--- src/rtl/counter_slot_arbiter.sv ---
// counter_slot_arbiter: round-robin owner selection for one shared up-counter;
// each granted requester runs 0..tc, then receives a one-cycle done pulse.
module counter_slot_arbiter #(
    parameter int NREQ  = 4,
    parameter int WIDTH = 4
) (
    input  logic                  clk,
    input  logic                  reset,
    input  logic [NREQ-1:0]       req,
    input  logic [NREQ*WIDTH-1:0] len,
    output logic [NREQ-1:0]       grant,
    output logic                  busy,
    output logic [WIDTH-1:0]      count,
    output logic [NREQ-1:0]       done
);
    localparam int OW = $clog2(NREQ);

    typedef enum logic [1:0] {IDLE, RUN, DONE} state_t;

    state_t           state, next_state;
    logic [OW-1:0]    owner, rr, winner, owner_d, rr_d;
    logic [WIDTH-1:0] tc, tc_d, count_d;
    logic [NREQ-1:0]  grant_d, done_d;
    logic             busy_d, any_req, abort, at_tc;

    assign any_req = |req;
    assign abort   = !req[owner];
    assign at_tc   = count == tc;

    // Scan downward so the nearest requester after rr is the last one written.
    always_comb begin
        winner = '0;
        for (int k = NREQ; k >= 1; k--) begin
            if (req[OW'((int'(rr) + k) % NREQ)]) winner = OW'((int'(rr) + k) % NREQ);
        end
    end

    always_ff @(posedge clk or posedge reset) begin
        if (reset) begin
            state <= IDLE;
            owner <= '0;
            rr    <= OW'(NREQ - 1);
            tc    <= '0;
            grant <= '0;
            done  <= '0;
            busy  <= 1'b0;
            count <= '0;
        end else begin
            state <= next_state;
            owner <= owner_d;
            rr    <= rr_d;
            tc    <= tc_d;
            grant <= grant_d;
            done  <= done_d;
            busy  <= busy_d;
            count <= count_d;
        end
    end

    // A dropped owner request wins over reaching the terminal count.
    always_comb begin
        next_state = state;
        case (state)
            IDLE:    next_state = any_req ? RUN : IDLE;
            RUN:     next_state = abort ? IDLE : at_tc ? DONE : RUN;
            default: next_state = IDLE;
        endcase
    end

    always_comb begin
        owner_d = owner;
        rr_d    = rr;
        tc_d    = tc;
        grant_d = '0;
        done_d  = '0;
        count_d = '0;
        busy_d  = next_state != IDLE;
        case (state)
            IDLE: begin
                if (any_req) begin
                    owner_d = winner;
                    tc_d    = len[winner*WIDTH +: WIDTH];
                    grant_d = NREQ'(1) << winner;
                end
            end
            RUN: begin
                if (abort) begin
                    rr_d = owner;
                end else if (at_tc) begin
                    done_d  = NREQ'(1) << owner;
                    count_d = count;
                end else begin
                    grant_d = NREQ'(1) << owner;
                    count_d = count + 1'b1;
                end
            end
            default: rr_d = owner;
        endcase
    end
endmodule
--- config.mk ---
export PLATFORM = sky130hd
export DESIGN_NAME = counter_slot_arbiter
export DESIGN_NICKNAME = d
export VERILOG_FILES = /design/src/rtl/counter_slot_arbiter.sv
export SDC_FILE = /design/constraint.sdc
export NUM_CORES = 1
export LEC_CHECK = 0
export CORE_ASPECT_RATIO = 1.2
export CORE_UTILIZATION = 43
export CTS_BUF_LIST = sky130_fd_sc_hd__clkbuf_8
export DETAILED_ROUTE_END_ITERATION = 10
export GPL_TIMING_DRIVEN = 1
export PLACE_DENSITY = 0.8
export SETUP_SLACK_MARGIN = 0.4
export SLEW_MARGIN = 20
export SYNTH_ARGS = -nofsm -noshare
export SYNTH_HDL_FRONTEND = slang
export SYNTH_SLANG_ARGS = --single-unit
--- constraint.sdc ---
create_clock -name clk -period 1.7 [get_ports clk]
set_input_delay 0.51 -clock clk [delete_from_list [all_inputs] [get_ports clk]]
set_output_delay 0.51 -clock clk [all_outputs]
set_load 0.01 [all_outputs]
Yosys cells after proc, flatten, opt, wreduce, memory -nomap -nowiden
Cells that the tools add are included.
W data, S select, Z words.
{"block": "word_totals", "register_bits": 23, "inputBits": 22, "output_inout_bits": 13, "elab_cells": 65}
{"block": "classes", "add_sub_neg": 5, "magnitude_cmp": 5, "n_eq_ne": 4, "shift": 3, "n_mux": 34, "n_bitwise": 1, "reduce_logical": 5}
{"cell": "$mux W4", "n": 9}
{"cell": "$lt A2 B4 Y1 const B", "n": 4}
{"cell": "$shiftx A16 B5 Y4", "n": 1}
{"cell": "$mux W2", "n": 7}
{"cell": "$bmux W1 S2", "n": 5}
{"cell": "$mux W1", "n": 10}
{"cell": "$pmux W2 S2", "n": 2}
{"cell": "$pmux W4 S2", "n": 1}
{"cell": "$shl A1 B2 Y4 const A", "n": 2}
{"cell": "$add A2 B1 Y2 const B", "n": 2}
{"cell": "$add A2 B2 Y2 const B", "n": 2}
{"cell": "$add A4 B1 Y4 const B", "n": 1}
{"cell": "$eq A4 B4 Y1", "n": 1}
{"cell": "$reduce_and A2 Y1", "n": 2}
{"cell": "$reduce_or A4 Y1", "n": 1}
{"cell": "$lt A2 B3 Y1 const B", "n": 1}
{"cell": "$ne A3 B3 Y1 const B", "n": 1}
{"cell": "$eq A2 B1 Y1 const B", "n": 1}
{"cell": "$logic_not A2 Y1", "n": 1}
{"cell": "$ne A2 B2 Y1 const B", "n": 1}
{"cell": "$reduce_bool A2 Y1", "n": 1}
{"cell": "$not A1 Y1", "n": 1}

Longest topological paths before layout
Gate-level depths: netlist (run 1).
{"block": "logic_depth", "word_depth": 11, "ltp_mapped": 7, "ltp_nobuf": 5}

Worst setup path after synthesis (run 1)
OpenSTA, ideal clock, no wires.
{"block": "synth_path", "path_type": "input to register", "from": "in req[3]", "to": "reg grant[2]", "setup_ns": 0.129, "arrival_time_ns": 1.543, "path_slack_ns": 0.028, "cell_stages": 5, "path_cell_list": "or2_1 -> o31ai_1 -> nor2_2 -> inv_1 -> o22ai_1"}
{"block": "synth_via", "elab_chain_cells": 10, "elab_cells_between_ends": 23, "cone_classes": "1 x shift; 21 x mux; 1 x reduce/logical"}
{"item": "from (decl)", "line_no": "9", "source": "input logic [NREQ-1:0] req,"}
{"item": "$bmux W1 S2", "line_no": "34", "source": "if (req[OW'((int'(rr) + k) % NREQ)]) winner = OW'((int'(rr) + k) % NREQ);"}
{"item": "$mux W1 (not written as such) (2 in series)", "line_no": "34"}
{"item": "$mux W2 (4 in series)", "line_no": "34"}
{"item": "$shl A1 B2 Y4", "line_no": "83", "source": "grant_d = NREQ'(1) << winner;"}
{"item": "$mux W4", "line_no": "80", "source": "if (any_req) begin"}
{"item": "$pmux W4 S2 *", "line_no": "78", "source": "case (state)"}
{"item": "named net grant_d[2]", "line_no": "23", "source": "logic [NREQ-1:0] grant_d, done_d;"}
{"item": "to (signal assigned)", "line_no": "53", "source": "grant <= grant_d;"}
{"item": "to (decl)", "line_no": "11", "source": "output logic [NREQ-1:0] grant,"}
The timed path passes the listed nets; every way through them passes the cells marked *. The select of a mux whose other input is x is not followed.
A chain may end at the register's enable or synchronous reset.

Final worst setup path (run 1)
{"block": "layout_path", "from": "reg rr[1]", "to": "reg grant[2]"}
{"block": "layout_via", "elab_chain_cells": 11, "elab_cells_between_ends": 23, "cone_classes": "4 x add/sub; 1 x shift; 18 x mux"}
{"item": "from (decl)", "line_no": "21", "source": "logic [OW-1:0] owner, rr, winner, owner_d, rr_d;"}
{"item": "from (signal assigned)", "line_no": "42", "source": "rr <= OW'(NREQ - 1);"}
{"item": "from (signal assigned)", "line_no": "51", "source": "rr <= rr_d;"}
{"item": "$add A2 B1 Y2", "line_no": "34"}
{"item": "$bmux W1 S2", "line_no": "34"}
{"item": "$mux W1 (not written as such) (2 in series)", "line_no": "34"}
{"item": "$mux W2 (3 in series)", "line_no": "34"}
{"item": "$mux W2 *", "line_no": "34"}
{"item": "$shl A1 B2 Y4 *", "line_no": "83"}
{"item": "$mux W4 *", "line_no": "80"}
{"item": "$pmux W4 S2 *", "line_no": "78"}
{"item": "named net grant_d[2]", "line_no": "23"}
Marks and branches as above.

==> flow_summary.yaml, run 1 <==
status:
  status: "completed"
placed_design:
  placed_area_mm2: 0.001734
  portBuffers: 34
  gp_congestion: 0.8078
  place_hpwl_um: 1860
power:
  vdd_drop_max_uv: 1099
  cellLeakagePower_uw: 0.0009660
  p_per_area_mw_per_mm2: 1692
  total_power_uw: 3514
floorplan:
  die_area_mm2: 0.002961
  fp.coreArea_mm2: 0.002577
  placementRows: 20
  die_h_um: 59.41
  start_util_pct: 45.83
  pin_count: 35
  die_x_um: 49.85
detailed_routing:
  via_count: 1207
  first_pass_iters: 5
  antenna_left: 0
  viasPerCell: 5.511
  wl_per_cell_um: 17.76
  postRouteWirelength_um: 3889
  drcViolationCount: 0
  drt_iter0_markers: 68
clock_network:
  cts_tree: "done"
  cts_buffer_depth: 2
  path_clk_slew_ps: 80
  htree_num_levels: 1
  clkSinkCount: 23
  cts_buffers: 3
  clk_latency_ps: 270
  root_buffer: "clkbuf_8"
grt:
  grt_pass1_vias: 1015
  grt_max_degree: 24
  antenna_found_initial: 0
  grt_usage_pct: 21.63
  overflow: 0
  grt_pass1_wl_um: 4719
synthesis:
  yosysSeqAreaShare_pct: 48.94
  synth_area_leaders: "dfrtp_1 44%, a211oi_1 5.1%, dfstp_2 4.4%, mux2i_1 4.2%, nor2_1 4.1%"
  synth_edf_count: 0
  synth_seq_cells: 23
  ys_types: 36
  synthTopCellsByCount: "21 x dfrtp_1, 13 x nor2_1, 10 x nand2_1"
  avgSynthCellArea_um2: 10.36
  synth.most_common_cell: "dfrtp_1"
  post-synth-top-area-cell: "dfrtp_1"
  syn_area_mm2: 0.001181
  synthFlopType: "dfrtp_1"
  yosysTopAreaCellShare_pct: 44.49
  synthesis.nets: 137
  yosys_warnings: 0
  synth_cells: 114
  async_flop_share_pct: 100.0
setup_path:
  path_max_fanout: 5
  crit_slowest_cell: "dfstp_2"
  crit_buf_inv: 2
  cp.required_ps: 1880
  path_cells: "buf_4 -> or3b_4 -> o311ai_4 -> nor2_2 -> inv_1 -> o22ai_1"
  max_stage_delay_ps: 600
  cp-start-kind: "flip-flop"
  end_kind: "flip-flop"
  cp_data_arrival_time_ps: 1840
  critical-path-top-delay-family: "flip-flops"
  crit_type: "reg -> reg"
timing:
  fin_crit_sh_pct: 97.35
  setup_viol: 0
  report.final.slew_viol_count: 0
  slew_headroom_pct: 75.20
  period_minus_slack_ps: 1655
  tightest_slew_ps: 372.1
  skew_ps: 4.174
  finalHoldViolCount: 0
  rsz0062_at_grt: "true"
  fmax_ghz: 0.6043
final_layout:
  syn_to_final_growth_pct: 75.85
  final_area_mm2: 0.002077
  drive_gt1_share_pct: 58.06
  nNetsFinal: 210
  antennaDiodeCount: 0
  fillers: 141
  post-route-util_pct: 80.58
job:
  maxCapViolations: 0
hold_path:
  hp-class: "in -> async"
==> cell families (layout without fill, tap and decap cells) <==
kind of cell,count (synthesis),in the layout,share of synthesized area [%]
buf+inv,11,82,5.192
xor+xnor,7,7,5.191
compound gates,28,28,18.33
simple gates,37,38,15.15
mux,7,7,6.144
flops,23,23,48.94
fa+ha+maj,1,1,1.059
==> metal layers <==
metal  vias up  wire, um  global-route usage, %  share of wire [%]
met5         -         0                      0                  0
met3        19       211                  2.821                5.4
met4         0       131                  11.02                3.4
met2        73      2064                  38.80                 53
li1        545         -                      -                  -
met1       570      1481                  25.25                 38
==> layout make-up <==
class | count | area [um^2] | share of cell area (%)
Clock buffer | 3 | 41.29 | 1.988
Sequential cell | 23 | 581.8 | 28.01
Clock inverter | 1 | 3.754 | 0.1807
Tap cell | 33 | 41.29 | 1.988
Timing Repair Buffer | 71 | 603.1 | 29.04
Inverter | 7 | 28.78 | 1.386
Multi-Input combinational cell | 81 | 777.0 | 37.41
==> worst register-to-register path, stage by stage (launching register included) <==
cell and delay (ps):
dfstp_2 600, buf_4 140, or3b_4 130, o311ai_4 120, nor2_2 250, inv_1 150
o22ai_1 180
==> final timing paths <==
check                           start  endpoint  slack (ps)  cells past startpoint
worst min-delay path            reset  count[0]         570                      3
min in group clk                tc[0]     tc[0]         610                      2
max in group asynchronous       reset     rr[1]         850                      3
worst min register to register  tc[0]     tc[0]         610                      2
worst max-delay path            rr[1]  grant[2]          50                      6
worst max register to register  rr[1]  grant[2]          50                      6
==> layout by cell type, fill, tap and decap left out, types with 4 or more instances in the layout <==
master	count
a211oi_2	5
buf_2	11
buf_4	25
buf_6	15
clkdlybuf4s50_1	17
dfrtp_1	18
inv_1	5
mux2i_1	5
nand2_1	6
nor2_1	7
nor2_2	4
xnor2_2	5
==> sequential cells by signal (all words and copies together), names as in the netlist <==
signal,cells
rr,2
done,4
grant,4
state,2
count,4
tc,4
owner,2
busy,1
==> report_power, final <==
part           switching, uW  internal (uW)  total [uW]
logic                   1040           1170        2220
registers                203            759         962
clock network            173            162         334
==> what timing repair did <==
item / CTS / global route
pin swaps: 10 / 18
endpoints found under the setup margin: 36 / 27
setup buffers: 12 / 10
cloned: 1 / 0
gates resized for setup: 78 / 34
hold buffers: 0 / 0
==> per-stage QoR <==
step,setup WS [ps],setup TNS [ps],instances,hold slack (ps)
2_1_floorplan,146.6,0,114,510.3
3_3_place_gp,-448.0,-8158,192,576.0
3_5_place_dp,-488.0,-8711,192,573.2
4_1_cts,54.11,0,209,586.3
5_1_grt,-6.175,-7.458,219,631.1
6_report,45.13,0,219,571.5
Power figures use the tool's default switching activity.
==> inputs of run 2 (changes only) <==
--- a/config.mk
+++ b/config.mk
@@ -5,12 +5,15 @@
 export SDC_FILE = /design/constraint.sdc
 export NUM_CORES = 1
 export LEC_CHECK = 0
+export ABC_CLOCK_PERIOD_IN_PS = 1700
+export CELL_PAD_IN_SITES_DETAIL_PLACEMENT = 1
+export CELL_PAD_IN_SITES_GLOBAL_PLACEMENT = 2
 export CORE_ASPECT_RATIO = 1.2
-export CORE_UTILIZATION = 43
+export CORE_UTILIZATION = 26
 export CTS_BUF_LIST = sky130_fd_sc_hd__clkbuf_8
 export DETAILED_ROUTE_END_ITERATION = 10
 export GPL_TIMING_DRIVEN = 1
-export PLACE_DENSITY = 0.8
+export PLACE_DENSITY = 0.79
 export SETUP_SLACK_MARGIN = 0.4
 export SLEW_MARGIN = 20
 export SYNTH_ARGS = -nofsm -noshare
==> run 2 against run 1 <==
  * Register-to-register slack gained 40 ps
  * Sequential power shrank 3.3%
  * Clock-buffer cell count is the same
  * Total power shrank 0.26%
  * Critical path type unchanged
==> flow_summary.yaml, run 2 (same netlist as run 1, synthesis figures left out) <==
placed_design:
  placed_area_mm2: 0.001778
  dp_slack_ps: -540.0
  place_hpwl_um: 2420
  portBuffers: 34
  gp_congestion: 0.7780
grt:
  antenna_found_initial: 0
  overflow: 0
  grt_max_degree: 24
  grt_usage_pct: 15.73
  grt_pass1_wl_um: 5761
  grt_pass1_vias: 1184
detailed_routing:
  viasPerCell: 4.749
  via_count: 1154
  postRouteWirelength_um: 3688
  drcViolationCount: 0
  wl_per_cell_um: 15.18
  first_pass_iters: 4
  antenna_left: 0
  drt_iter0_markers: 23
floorplan:
  placementRows: 26
  fp.coreArea_mm2: 0.004294
  pin_count: 35
  start_util_pct: 27.51
  die_area_mm2: 0.004817
  die_x_um: 63.53
  die_h_um: 75.83
final_layout:
  drive_gt1_share_pct: 61.50
  nNetsFinal: 211
  syn_to_final_growth_pct: 80.51
  final_common_cell: "buf_4"
  final_area_mm2: 0.002132
  final_cell_mix: "26 x buf_4, 18 x dfrtp_1, 17 x clkdlybuf4s50_1"
  antennaDiodeCount: 0
  post-route-util_pct: 49.65
hold_path:
  hp-class: "in -> async"
power:
  vdd_drop_max_uv: 483.1
  cellLeakagePower_uw: 0.0009650
  p_per_area_mw_per_mm2: 1644
clock_network:
  path_clk_slew_ps: 80
  root_buffer: "clkbuf_8"
  clk_latency_ps: 260
  cts_buffers: 3
  htree_num_levels: 1
  cts_hold_buf: 0
  cts_tree: "done"
  clkSinkCount: 23
  cts_buffer_depth: 2
setup_path:
  crit_type: "reg -> reg"
  cp_data_arrival_time_ps: 1760
  path_cells: "o22ai_2 -> a32oi_2 -> and2_4 -> mux2i_2 -> a211oi_2"
  rrSetupSlack_ps: 90
  end_kind: "flip-flop"
  crit_slowest_cell: "dfstp_2"
  r2r-end: "tc[3]"
  r2r.worst_path.cells: 5
  max_stage_delay_ps: 600
  path_max_fanout: 6
  cp.required_ps: 1850
  cp-start-kind: "flip-flop"
  worstReg2RegStart: "rr[1]"
timing:
  report.final.slew_viol_count: 0
  tightest_slew_ps: 304.3
  slew_headroom_pct: 79.67
  fin_crit_sh_pct: 94.89
  period_minus_slack_ps: 1613
  setup_viol: 0
  fin_tns_setup_ps: 0
  skew_ps: 4.226
  fmax_ghz: 0.6199
  setup_slack_ps: 86.84
  rsz0062_at_grt: "true"
  finalHoldViolCount: 0
status:
  status: "completed"
job:
  maxCapViolations: 0
## run 2: how the worst max path moves through the flow
stage | startpoint | to | slack [ps] | depth (start not counted)
2_1_floorplan | req[3] | tc[1] | 150 | 5
3_3_place_gp | req[1] | tc[2] | -450 | 6
3_5_place_dp | req[1] | tc[1] | -540 | 8
4_1_cts | rr[0] | tc[2] | 50 | 6
5_1_grt | rr[0] | tc[3] | 30 | 6
6_report | rr[1] | tc[3] | 90 | 5
## run 2: where the power goes
part           internal [uW]  switching (uW)
sequential               759             171
combinational           1190            1050
clock                    164             175
total                   2110            1390
## run 2: critical path: cells and delay by family, from the launching register on
kind               cells  cell delay [ps]
and+or+nand+nor        1              250
muxes                  1              250
DFF                    1              600
AOI/OAI and AO/OA      3              400
## run 2: per-stage QoR
step	hold slack [ps]	cells	power, uW
finish	591.8	243	3505
global route	630.3	243	3693
CTS	601.9	237	3226
detailed placement	585.0	217	2414
global placement	569.4	217	2363
floorplan	510.3	114	1882
## run 2: final cells by class
class                      instances  area, um^2
fill                             500        2162
multi-input combinational         81       800.8
timing repair buffer              72       604.3
sequential                        23       581.8
tap                               56       70.07
clock buffer                       3       41.29
inverter                           7       28.78
clock inverter                     1       5.005
## run 2: timing repair
action | 4_1_cts | 5_1_grt
setup endpoints to repair | 36 | 29
endpoints found under the hold margin | 0 | 0
pin swaps | 21 | 13
resized for setup | 94 | 26
gates cloned | 1 | 0
setup buffers | 15 | 6
## run 2: metal layers
layer	share of wire, %	routed length (um)	track usage, %
met1	40	1472	16.88
met2	56	2048	31.21
met3	3.3	122	1.796
met4	1.2	45	6.818
met5	0	0	0
